## config.mk

```make
export PLATFORM = sky130hd
export DESIGN_NAME = fxp_divider_flat
export DESIGN_NICKNAME = d
export VERILOG_FILES = /design/src/rtl/fxp_div_pkg.sv /design/src/rtl/fxp_divider_if.sv /design/src/rtl/fxp_div_step.sv /design/src/rtl/fxp_divider.sv /design/src/flat_wrapper.sv
export SDC_FILE = /design/constraint.sdc
export NUM_CORES = 1
export LEC_CHECK = 0
export ABC_AREA = 1
export BUFFER_PORTS_ARGS = -buffer_cell sky130_fd_sc_hd__clkbuf_2
export CORE_ASPECT_RATIO = 0.7
export CORE_MARGIN = 4
export CORE_UTILIZATION = 60
export DETAILED_ROUTE_END_ITERATION = 16
export GPL_TIMING_DRIVEN = 0
export MAX_ROUTING_LAYER = met4
export PLACE_DENSITY = 0.87
export SETUP_SLACK_MARGIN = 0.02
export SLEW_MARGIN = 30
export SYNTH_ARGS = -nofsm -noshare
export SYNTH_HDL_FRONTEND = slang
export SYNTH_SLANG_ARGS = --single-unit
```

## constraint.sdc

```tcl
create_clock -name clk -period 4 [get_ports clk]
set_input_delay 0.4 -clock clk [delete_from_list [all_inputs] [get_ports clk]]
set_output_delay 0.4 -clock clk [all_outputs]
set_load 0.02 [all_outputs]
```

## src/rtl/fxp_div_pkg.sv

```systemverilog
// Shared types and helpers for the fixed-point restoring divider.
package fxp_div_pkg;

  typedef enum logic [1:0] {
    IDLE = 2'd0,
    LOAD = 2'd1,
    CALC = 2'd2,
    FIN  = 2'd3
  } state_e;

  // Helper arithmetic is done at a fixed wide width and cast down at call sites.
  localparam int unsigned HW = 64;

  // Magnitude of a w-bit operand; in signed mode -2^(w-1) maps to 2^(w-1).
  function automatic logic [HW-1:0] mag_fn(input logic [HW-1:0] x,
                                           input int unsigned   w,
                                           input logic          sgn);
    logic [HW-1:0] mask;
    logic          msb;
    mask = (HW'(1) << w) - HW'(1);
    msb  = x[6'(w - 1)];
    if (sgn && msb) return (~x + HW'(1)) & mask;
    return x & mask;
  endfunction

  // Largest quotient magnitude representable in a w-bit result.
  function automatic logic [HW-1:0] limit_fn(input int unsigned w,
                                             input logic        sgn,
                                             input logic        neg);
    if (!sgn) return (HW'(1) << w) - HW'(1);
    if (neg)  return HW'(1) << (w - 1);
    return (HW'(1) << (w - 1)) - HW'(1);
  endfunction

endpackage

```

## src/rtl/fxp_divider_if.sv

```systemverilog
// Start/done handshake and operand/result bus between host and divider.
interface fxp_divider_if #(
  parameter int unsigned W = 10
);
  logic         start;
  logic         is_signed;
  logic [W-1:0] a_in;
  logic [W-1:0] b_in;
  logic         busy;
  logic         done;
  logic [W-1:0] q_out;
  logic [W-1:0] r_out;
  logic         ovf;
  logic         dz;

  modport master (
    output start, is_signed, a_in, b_in,
    input  busy, done, q_out, r_out, ovf, dz
  );

  modport slave (
    input  start, is_signed, a_in, b_in,
    output busy, done, q_out, r_out, ovf, dz
  );
endinterface

```

## src/rtl/fxp_div_step.sv

```systemverilog
// One combinational restoring-division step on a W+1 bit accumulator.
module fxp_div_step #(
  parameter int unsigned W = 10
) (
  input  logic [W:0] i_acc,
  input  logic       i_bit,
  input  logic [W:0] i_bm,
  output logic [W:0] o_acc_c,
  output logic       o_qbit_c
);

  localparam int unsigned SW = W + 2;

  logic [SW-1:0] w_sh;
  logic [SW-1:0] w_bm;

  // Shift in the next dividend bit, subtract the divisor if it fits.
  always_comb begin
    w_sh     = {i_acc, i_bit};
    w_bm     = SW'(i_bm);
    o_qbit_c = (w_sh >= w_bm);
    o_acc_c  = o_qbit_c ? (W+1)'(w_sh - w_bm) : (W+1)'(w_sh);
  end

endmodule

```

## src/rtl/fxp_divider.sv

```systemverilog
// Sequential restoring divider: W-bit operands, quotient with F fraction bits.
module fxp_divider
  import fxp_div_pkg::*;
#(
  parameter int unsigned W = 10,
  parameter int unsigned F = 4
) (
  input  logic         clk,
  input  logic         sclr_n,
  fxp_divider_if.slave bus
);

  localparam int unsigned QW = W + F;
  localparam int unsigned AW = W + 1;
  localparam int unsigned CW = $clog2(W + F);
  localparam logic [W-1:0] SMIN = {1'b1, {(W-1){1'b0}}};
  localparam logic [W-1:0] SMAX = {1'b0, {(W-1){1'b1}}};

  state_e          r_state;
  logic [CW-1:0]   r_cnt;
  logic [W-1:0]    r_a;
  logic [W-1:0]    r_b;
  logic            r_sgn;
  logic [AW-1:0]   r_bm;
  logic [AW-1:0]   r_acc;
  logic [QW-1:0]   r_dvd;
  logic [QW-2:0]   r_q;
  logic            r_busy;
  logic            r_done;
  logic [W-1:0]    r_q_out;
  logic [W-1:0]    r_r_out;
  logic            r_ovf;
  logic            r_dz;

  logic [W-1:0]    w_am;
  logic [AW-1:0]   w_bm;
  logic            w_a_neg;
  logic            w_neg;
  logic [AW-1:0]   w_acc_nxt;
  logic            w_qbit;
  logic [QW-1:0]   w_qm;
  logic            w_ovf;
  logic [W-1:0]    w_q_fin;
  logic [W-1:0]    w_r_fin;
  logic [W-1:0]    w_q_dz;

  fxp_div_step #(.W(W)) u_step (
    .i_acc    (r_acc),
    .i_bit    (r_dvd[QW-1]),
    .i_bm     (r_bm),
    .o_acc_c  (w_acc_nxt),
    .o_qbit_c (w_qbit)
  );

  // Operand magnitudes, result sign and saturated final result values.
  always_comb begin
    w_am    = W'(mag_fn(HW'(r_a), W, r_sgn));
    w_bm    = AW'(mag_fn(HW'(r_b), W, r_sgn));
    w_a_neg = r_sgn & r_a[W-1];
    w_neg   = w_a_neg ^ (r_sgn & r_b[W-1]);
    w_qm    = {r_q, w_qbit};
    w_ovf   = (HW'(w_qm) > limit_fn(W, r_sgn, w_neg));
    w_q_fin = w_qm[W-1:0];
    if (w_ovf) begin
      w_q_fin = r_sgn ? (w_neg ? SMIN : SMAX) : '1;
    end else if (w_neg) begin
      w_q_fin = W'(0) - w_qm[W-1:0];
    end
    w_r_fin = w_a_neg ? (W'(0) - w_acc_nxt[W-1:0]) : w_acc_nxt[W-1:0];
    w_q_dz  = r_sgn ? (w_a_neg ? SMIN : SMAX) : '1;
  end

  // Controller, iteration datapath and registered outputs.
  always_ff @(posedge clk) begin
    if (!sclr_n) begin
      r_state <= IDLE;
      r_cnt   <= '0;
      r_a     <= '0;
      r_b     <= '0;
      r_sgn   <= 1'b0;
      r_bm    <= '0;
      r_acc   <= '0;
      r_dvd   <= '0;
      r_q     <= '0;
      r_busy  <= 1'b0;
      r_done  <= 1'b0;
      r_q_out <= '0;
      r_r_out <= '0;
      r_ovf   <= 1'b0;
      r_dz    <= 1'b0;
    end else begin
      r_done <= 1'b0;
      case (r_state)
        IDLE: begin
          if (bus.start) begin
            r_state <= LOAD;
            r_a     <= bus.a_in;
            r_b     <= bus.b_in;
            r_sgn   <= bus.is_signed;
            r_busy  <= 1'b1;
            r_ovf   <= 1'b0;
            r_dz    <= 1'b0;
          end
        end
        LOAD: begin
          r_bm  <= w_bm;
          r_acc <= '0;
          r_q   <= '0;
          r_dvd <= QW'(w_am) << F;
          r_cnt <= CW'(QW - 1);
          if (w_bm == '0) begin
            r_state <= FIN;
            r_done  <= 1'b1;
            r_dz    <= 1'b1;
            r_ovf   <= 1'b0;
            r_q_out <= w_q_dz;
            r_r_out <= r_a;
          end else begin
            r_state <= CALC;
          end
        end
        CALC: begin
          r_acc <= w_acc_nxt;
          r_q   <= w_qm[QW-2:0];
          r_dvd <= r_dvd << 1;
          if (r_cnt == '0) begin
            r_state <= FIN;
            r_done  <= 1'b1;
            r_q_out <= w_q_fin;
            r_r_out <= w_r_fin;
            r_ovf   <= w_ovf;
          end else begin
            r_cnt <= r_cnt - 1'b1;
          end
        end
        FIN: begin
          r_state <= IDLE;
          r_busy  <= 1'b0;
        end
        default: r_state <= IDLE;
      endcase
    end
  end

  assign bus.busy  = r_busy;
  assign bus.done  = r_done;
  assign bus.q_out = r_q_out;
  assign bus.r_out = r_r_out;
  assign bus.ovf   = r_ovf;
  assign bus.dz    = r_dz;

endmodule
```

## src/flat_wrapper.sv

```systemverilog
// flat-port wrapper written by rule: the top's interface ports become plain ports
module fxp_divider_flat import fxp_div_pkg::*;
#(
  parameter int unsigned W = 10,
  parameter int unsigned F = 4
)
  (clk, sclr_n, bus_start, bus_is_signed, bus_a_in, bus_b_in, bus_busy, bus_done, bus_q_out, bus_r_out, bus_ovf, bus_dz);
  fxp_divider_if #(.W(W)) bus_i ();
  input  logic clk;
  input  logic sclr_n;
  input wire logic [$bits(bus_i.start)-1:0] bus_start;
  input wire logic [$bits(bus_i.is_signed)-1:0] bus_is_signed;
  input wire logic [$bits(bus_i.a_in)-1:0] bus_a_in;
  input wire logic [$bits(bus_i.b_in)-1:0] bus_b_in;
  output wire logic [$bits(bus_i.busy)-1:0] bus_busy;
  output wire logic [$bits(bus_i.done)-1:0] bus_done;
  output wire logic [$bits(bus_i.q_out)-1:0] bus_q_out;
  output wire logic [$bits(bus_i.r_out)-1:0] bus_r_out;
  output wire logic [$bits(bus_i.ovf)-1:0] bus_ovf;
  output wire logic [$bits(bus_i.dz)-1:0] bus_dz;
  assign bus_i.start = bus_start;
  assign bus_i.is_signed = bus_is_signed;
  assign bus_i.a_in = bus_a_in;
  assign bus_i.b_in = bus_b_in;
  assign bus_busy = bus_i.busy;
  assign bus_done = bus_i.done;
  assign bus_q_out = bus_i.q_out;
  assign bus_r_out = bus_i.r_out;
  assign bus_ovf = bus_i.ovf;
  assign bus_dz = bus_i.dz;
  fxp_divider #(.W(W), .F(F)) u_core (.clk(clk), .sclr_n(sclr_n), .bus(bus_i));
endmodule
```

======== Yosys cells after proc, flatten, opt, wreduce, memory -nomap -nowiden ========
Cells that the tools add are included.
W data, S select, Z words.
operators by class
  bitwise gates (word level) .............. 5
  reductions and logical operators ........ 16
  magnitude comparators ................... 2
  add/subtract/negate cells ............... 6
  muxes and demuxes ....................... 46
  eq/ne operators ......................... 7
operator list
  kind                     count
  $mux W64                 4
  $mux W10                 13
  $gt A14 B64 Y1           1
  $pmux W10 S2             2
  $mux W11                 3
  $pmux W14 S2             1
  $pmux W13 S2             1
  $pmux W11 S2             1
  $add A10 B1 Y10 const B  2
  $not A10 Y10             2
  $sub A1 B10 Y10 const A  2
  $ge A12 B11 Y1           1
  $mux W1                  12
  $logic_not A11 Y1        1
  $sub A11 B11 Y11         1
  $pmux W2 S4              1
  $pmux W4 S2              1
  $reduce_and A2 Y1        4
  $pmux W1 S2              3
  $reduce_and A3 Y1        2
  $reduce_bool A2 Y1       3
  $eq A2 B2 Y1 const B     2
  $logic_not A4 Y1         1
  $mux W2                  2
  12 further kinds         16
word-level totals
  word-level logic and storage cells ...... 97
  flip-flop bits (word level) ............. 100
  output and inout port bits .............. 24
  bits of input ports ..................... 24

======== Depth between registers and ports, before layout ========
  word-level depth ........................ 10
  mapped depth ............................ 22
  gate-level depth less buffers ........... 21

======== By module ========
A second synthesis with hierarchy kept.
unflattened totals
  cell total of the unflattened synthesis .. 857
  area, all modules ....................... 5840.6 µm²
by module, submodules not included
  module        instances  cells each  sequential area each (µm²)  area each (µm²)
  fxp_divider   1          692         1901.8                      4878.4
  fxp_div_step  1          165         0.0                         962.2

======== Least setup slack after synthesis ========
OpenSTA, ideal clock, no wires.
  kind .................................... reg2reg
  from .................................... reg u_core.r_dvd[13]
  to ...................................... reg u_core.r_q_out[1] (netlist: u_core.bus.q_out[1])
  arrival time ............................ 2.832 ns
  setup slack ............................. 1.098 ns
  required time ........................... 3.930 ns
  setup time .............................. 0.070 ns
  path buffers ............................ 1
  cell stages (with the launch flop) ...... 22
  clock period less this slack ............ 2.902 ns
  cells stage by stage .................... dfxtp_1 > inv_1 > ha_1 > inv_1 > fa_1 > nand3_1 > nand3_4 > nand2_4 > nand3_4 > inv_2 > ha_1 > o21bai_1 > a21boi_0 > o21ai_0 > nand2_1 > nand3_1 > nand2_1 > clkbuf_1 > o211ai_1 > nand2_1 > nand2_1 > a21oi_1
between the ends
  longest elaborated chain between the ends .. 6
  elaborated cells between the ends (all ways) .. 7
  classes of those cells .................. 1 x add/sub; 2 x order compare; 4 x mux
RTL lines
  item                                                    line                source
  start, declared                                         fxp_divider.sv:26   logic [QW-1:0] r_dvd;
  start signal, assigned                                  fxp_divider.sv:109  r_dvd <= QW'(w_am) << F;
  start signal, assigned                                  fxp_divider.sv:125  r_dvd <= r_dvd << 1;
  $ge A12 B11 Y1 (*)                                      fxp_div_step.sv:21  o_qbit_c = (w_sh >= w_bm);
  branches (longest 2 deep; another with $gt A14 B64 Y1)  --
  $mux W10 (*)                                            fxp_divider.sv:64   if (w_ovf) begin
  $mux W10 (*)                                            fxp_divider.sv:126  if (r_cnt == '0) begin
  $pmux W10 S2 (*)                                        fxp_divider.sv:93   case (r_state)
  end signal, assigned                                    fxp_divider.sv:116  r_q_out <= w_q_dz;
  end signal, assigned                                    fxp_divider.sv:129  r_q_out <= w_q_fin;
  end, declared                                           fxp_divider.sv:30   logic [W-1:0] r_q_out;
Mark *: on every way between the ends. The select of a mux whose other input is x is not followed.
A chain may end at the register's enable or synchronous reset.

======== Final worst setup path ========
  from .................................... reg u_core.r_dvd[13]
  to ...................................... reg u_core.r_q_out[9] (netlist: u_core.bus.q_out[9])
Same word-level chain as after synthesis.

==> flow_metrics.tcl <==
set metrics [dict create \
    syn_area_per_cell_um2 6.97 \
    drtIter0Drc 771 \
    slew_viol_final 0 \
    avgRoutedWirePerCell_um 16.0 \
    setup_tns_ns 0 \
    ys_seq_elements 95 \
    slew_headroom_pct 52.1 \
    syn-cell-area_mm2 0.00573 \
    rows 29 \
    end_kind "flop" \
    ant_nets 0 \
    hold_path.class "in2reg" \
    grtUsageTotal_pct 29.1 \
    rsz0062_at_grt "false" \
    maxCapViolCount 0 \
    syn_to_final_growth_pct 12.1 \
    ys_types 51 \
    start_util_pct 62.5 \
    critPathKind "reg2reg" \
    nFillCells 762 \
    clock_tree.buffer_depth 2 \
    io_pins 48 \
    htreeDepth 3 \
    hpwl_um 12000 \
    dr_total_vias 5898 \
    drc 0 \
    ys_warn_count 0 \
    finalWeightedCongestion 0.964 \
    cts.clk_slew.worst_paths_ns 0.07 \
    grt_start_max_net_pins 18 \
    num_antenna_cells 0 \
    numCtsBuffers 9 \
    setup_viol 0 \
    viasPerCell 5.85 \
    postSynthNetCount 879 \
    die_h_um 89.8 \
    cp-start-kind "flop" \
    holdBufCountCts 0 \
    period_minus_slack_ns 3.55 \
    finalHoldViolCount 0 \
    arrival_ns 3.82 \
    fin_skew_ns 0.00662 \
    die_area_mm2 0.0112 \
    fin_crit_sh_pct 88.8 \
    cts.sinks 95 \
    root_buffer "clkbuf_16" \
    async_flop_share_pct 0 \
    gr-total-overflow 0 \
    status "complete, no violations" \
    io_buffer_count 46 \
    final_nets 936 \
    cp_data_required_time_ns 4.27 \
    dr.pass1.iters 6 \
    critPathMaxFanout 10 \
    synth_edf_count 0 \
    synthFlopType "dfxtp_1" \
    grt_pass1_vias 5213 \
    antenna_found_initial 0 \
    grt_pass1_wl_um 26300 \
    yosysSeqAreaShare_pct 33.2 \
    fmax_ghz 0.282 \
    wirelength_um 16100 \
    core_mm2 0.00918 \
    clock_latency_ns 0.34 \
    syn_inst 823 \
    tightest_slew_ns 0.718 \
    die_x_um 125 \
    cts_tree "yes" \
    postCtsSetupRepairBufs 0 \
    drive_gt1_share_pct 12.3 \
    cts_resized 0 \
]
Yosys cell counts, types with 6 or more instances:
cell      number  area (um2)
o21ai_0       78         390
inv_1        108         405
o22ai_1        6        37.5
a21oi_1       63         315
nand2_1      164         616
ha_1          31         388
a31oi_1        6        37.5
nor2_1        68         255
nand4_1       14        87.6
dfxtp_1       95        1900
nand2_2       10        62.6
nand3_1       51         255
xor2_1        14         123
o32ai_1        8        70.1
clkbuf_1      24        90.1
nor3_1         9        45.0
cell type report:
class | instances | area, um2 | share of cell area, %
Sequential cell | 95 | 1900 | 29.6
Inverter | 113 | 424 | 6.60
Timing Repair Buffer | 46 | 230 | 3.58
Multi-Input combinational cell | 581 | 3230 | 50.3
Tap cell | 124 | 155 | 2.41
Buffer | 34 | 176 | 2.75
Clock inverter | 4 | 53.8 | 0.837
Clock buffer | 11 | 253 | 3.93
cell families (layout without fill, tap and decap cells):
| group | after synthesis | after routing | synth area share [%] |
|---|---|---|---|
| fa+ha+maj | 32 | 32 | 7.11 |
| simple gates | 336 | 336 | 26.5 |
| xor+xnor | 17 | 17 | 2.60 |
| compound gates | 196 | 196 | 20.1 |
| flops | 95 | 95 | 33.2 |
| buf+inv | 147 | 208 | 10.5 |
flip-flops by register name (all words and copies together) (netlist names), 10 cells and up:
name / flops
u_core.r_bm: 10
u_core.bus.r_out: 10
u_core.r_b: 10
u_core.r_dvd: 10
u_core.bus.q_out: 10
u_core.r_a: 10
u_core.r_q: 13
u_core.r_acc: 11
path summary, 6_finish.rpt:
| check | from | to | slack [ns] | cells past startpoint |
|---|---|---|---|---|
| worst min register to register | u_core.bus.dz | u_core.bus.dz | 0.47 | 2 |
| worst min-delay path | bus_b_in[8] | u_core.r_b[8] | 0.31 | 3 |
| worst max register to register | u_core.r_dvd[13] | u_core.bus.q_out[9] | 0.45 | 21 |
| worst max-delay path | u_core.r_dvd[13] | u_core.bus.q_out[9] | 0.45 | 21 |
through the flow:
stage | hold slack [ns] | std cells | util (%) | instance area [um2] | setup WS, ns
global route | 0.345 | 1008 | 70.0 | 6420 | 0.153
finish | 0.310 | 1008 | 70.0 | 6420 | 0.449
detailed placement | 0.465 | 993 | 66.6 | 6120 | 0.491
global placement | 0.450 | 993 | 66.6 | 6120 | 0.536
CTS | 0.309 | 1008 | 70.0 | 6420 | 0.481
floorplan | 0.445 | 823 | - | 5730 | 1.10
cells in the final DEF, fill, tap and decap left out, drive strengths merged, types with 4 or more instances in the layout:
| master | instances |
|---|---|
| clkbuf | 81 |
| xor2 | 14 |
| ha | 31 |
| o22ai | 6 |
| o211ai | 5 |
| nor3 | 10 |
| a31oi | 6 |
| buf | 10 |
| inv | 112 |
| nand3 | 56 |
| dfxtp | 95 |
| or2 | 4 |
| o31ai | 5 |
| nand4 | 14 |
| nand2 | 176 |
| o21ai | 82 |
| nor2 | 72 |
| a21oi | 68 |
| o32ai | 8 |
routing by layer:
layer	up-vias	global-route usage, %	part of all wire (%)
met1	2670	41.7	44
li1	2847	-	-
met2	345	41.4	42
met3	36	6.81	12
met4	0	7.31	2.3
met5	-	-	0
critical path: stages, from the launching register on:
cell,delay (ns)
dfxtp_1,0.32
inv_1,0.11
ha_1,0.22
inv_1,0.10
fa_1,0.43
nand3_1,0.18
nand3_4,0.10
nand2_4,0.12
nand3_4,0.17
inv_2,0.20
ha_1,0.18
o21bai_1,0.07
a21boi_0,0.14
o21ai_0,0.09
nand2_1,0.07
nand3_1,0.06
nand2_1,0.09
clkbuf_1,0.35
nand3_1,0.15
nand3_1,0.13
nand3_1,0.08
a21oi_1,0.11
Power is left out: the tool's default activity adds up to more than one toggle a clock period on the data nets, which glitch-free logic cannot reach.
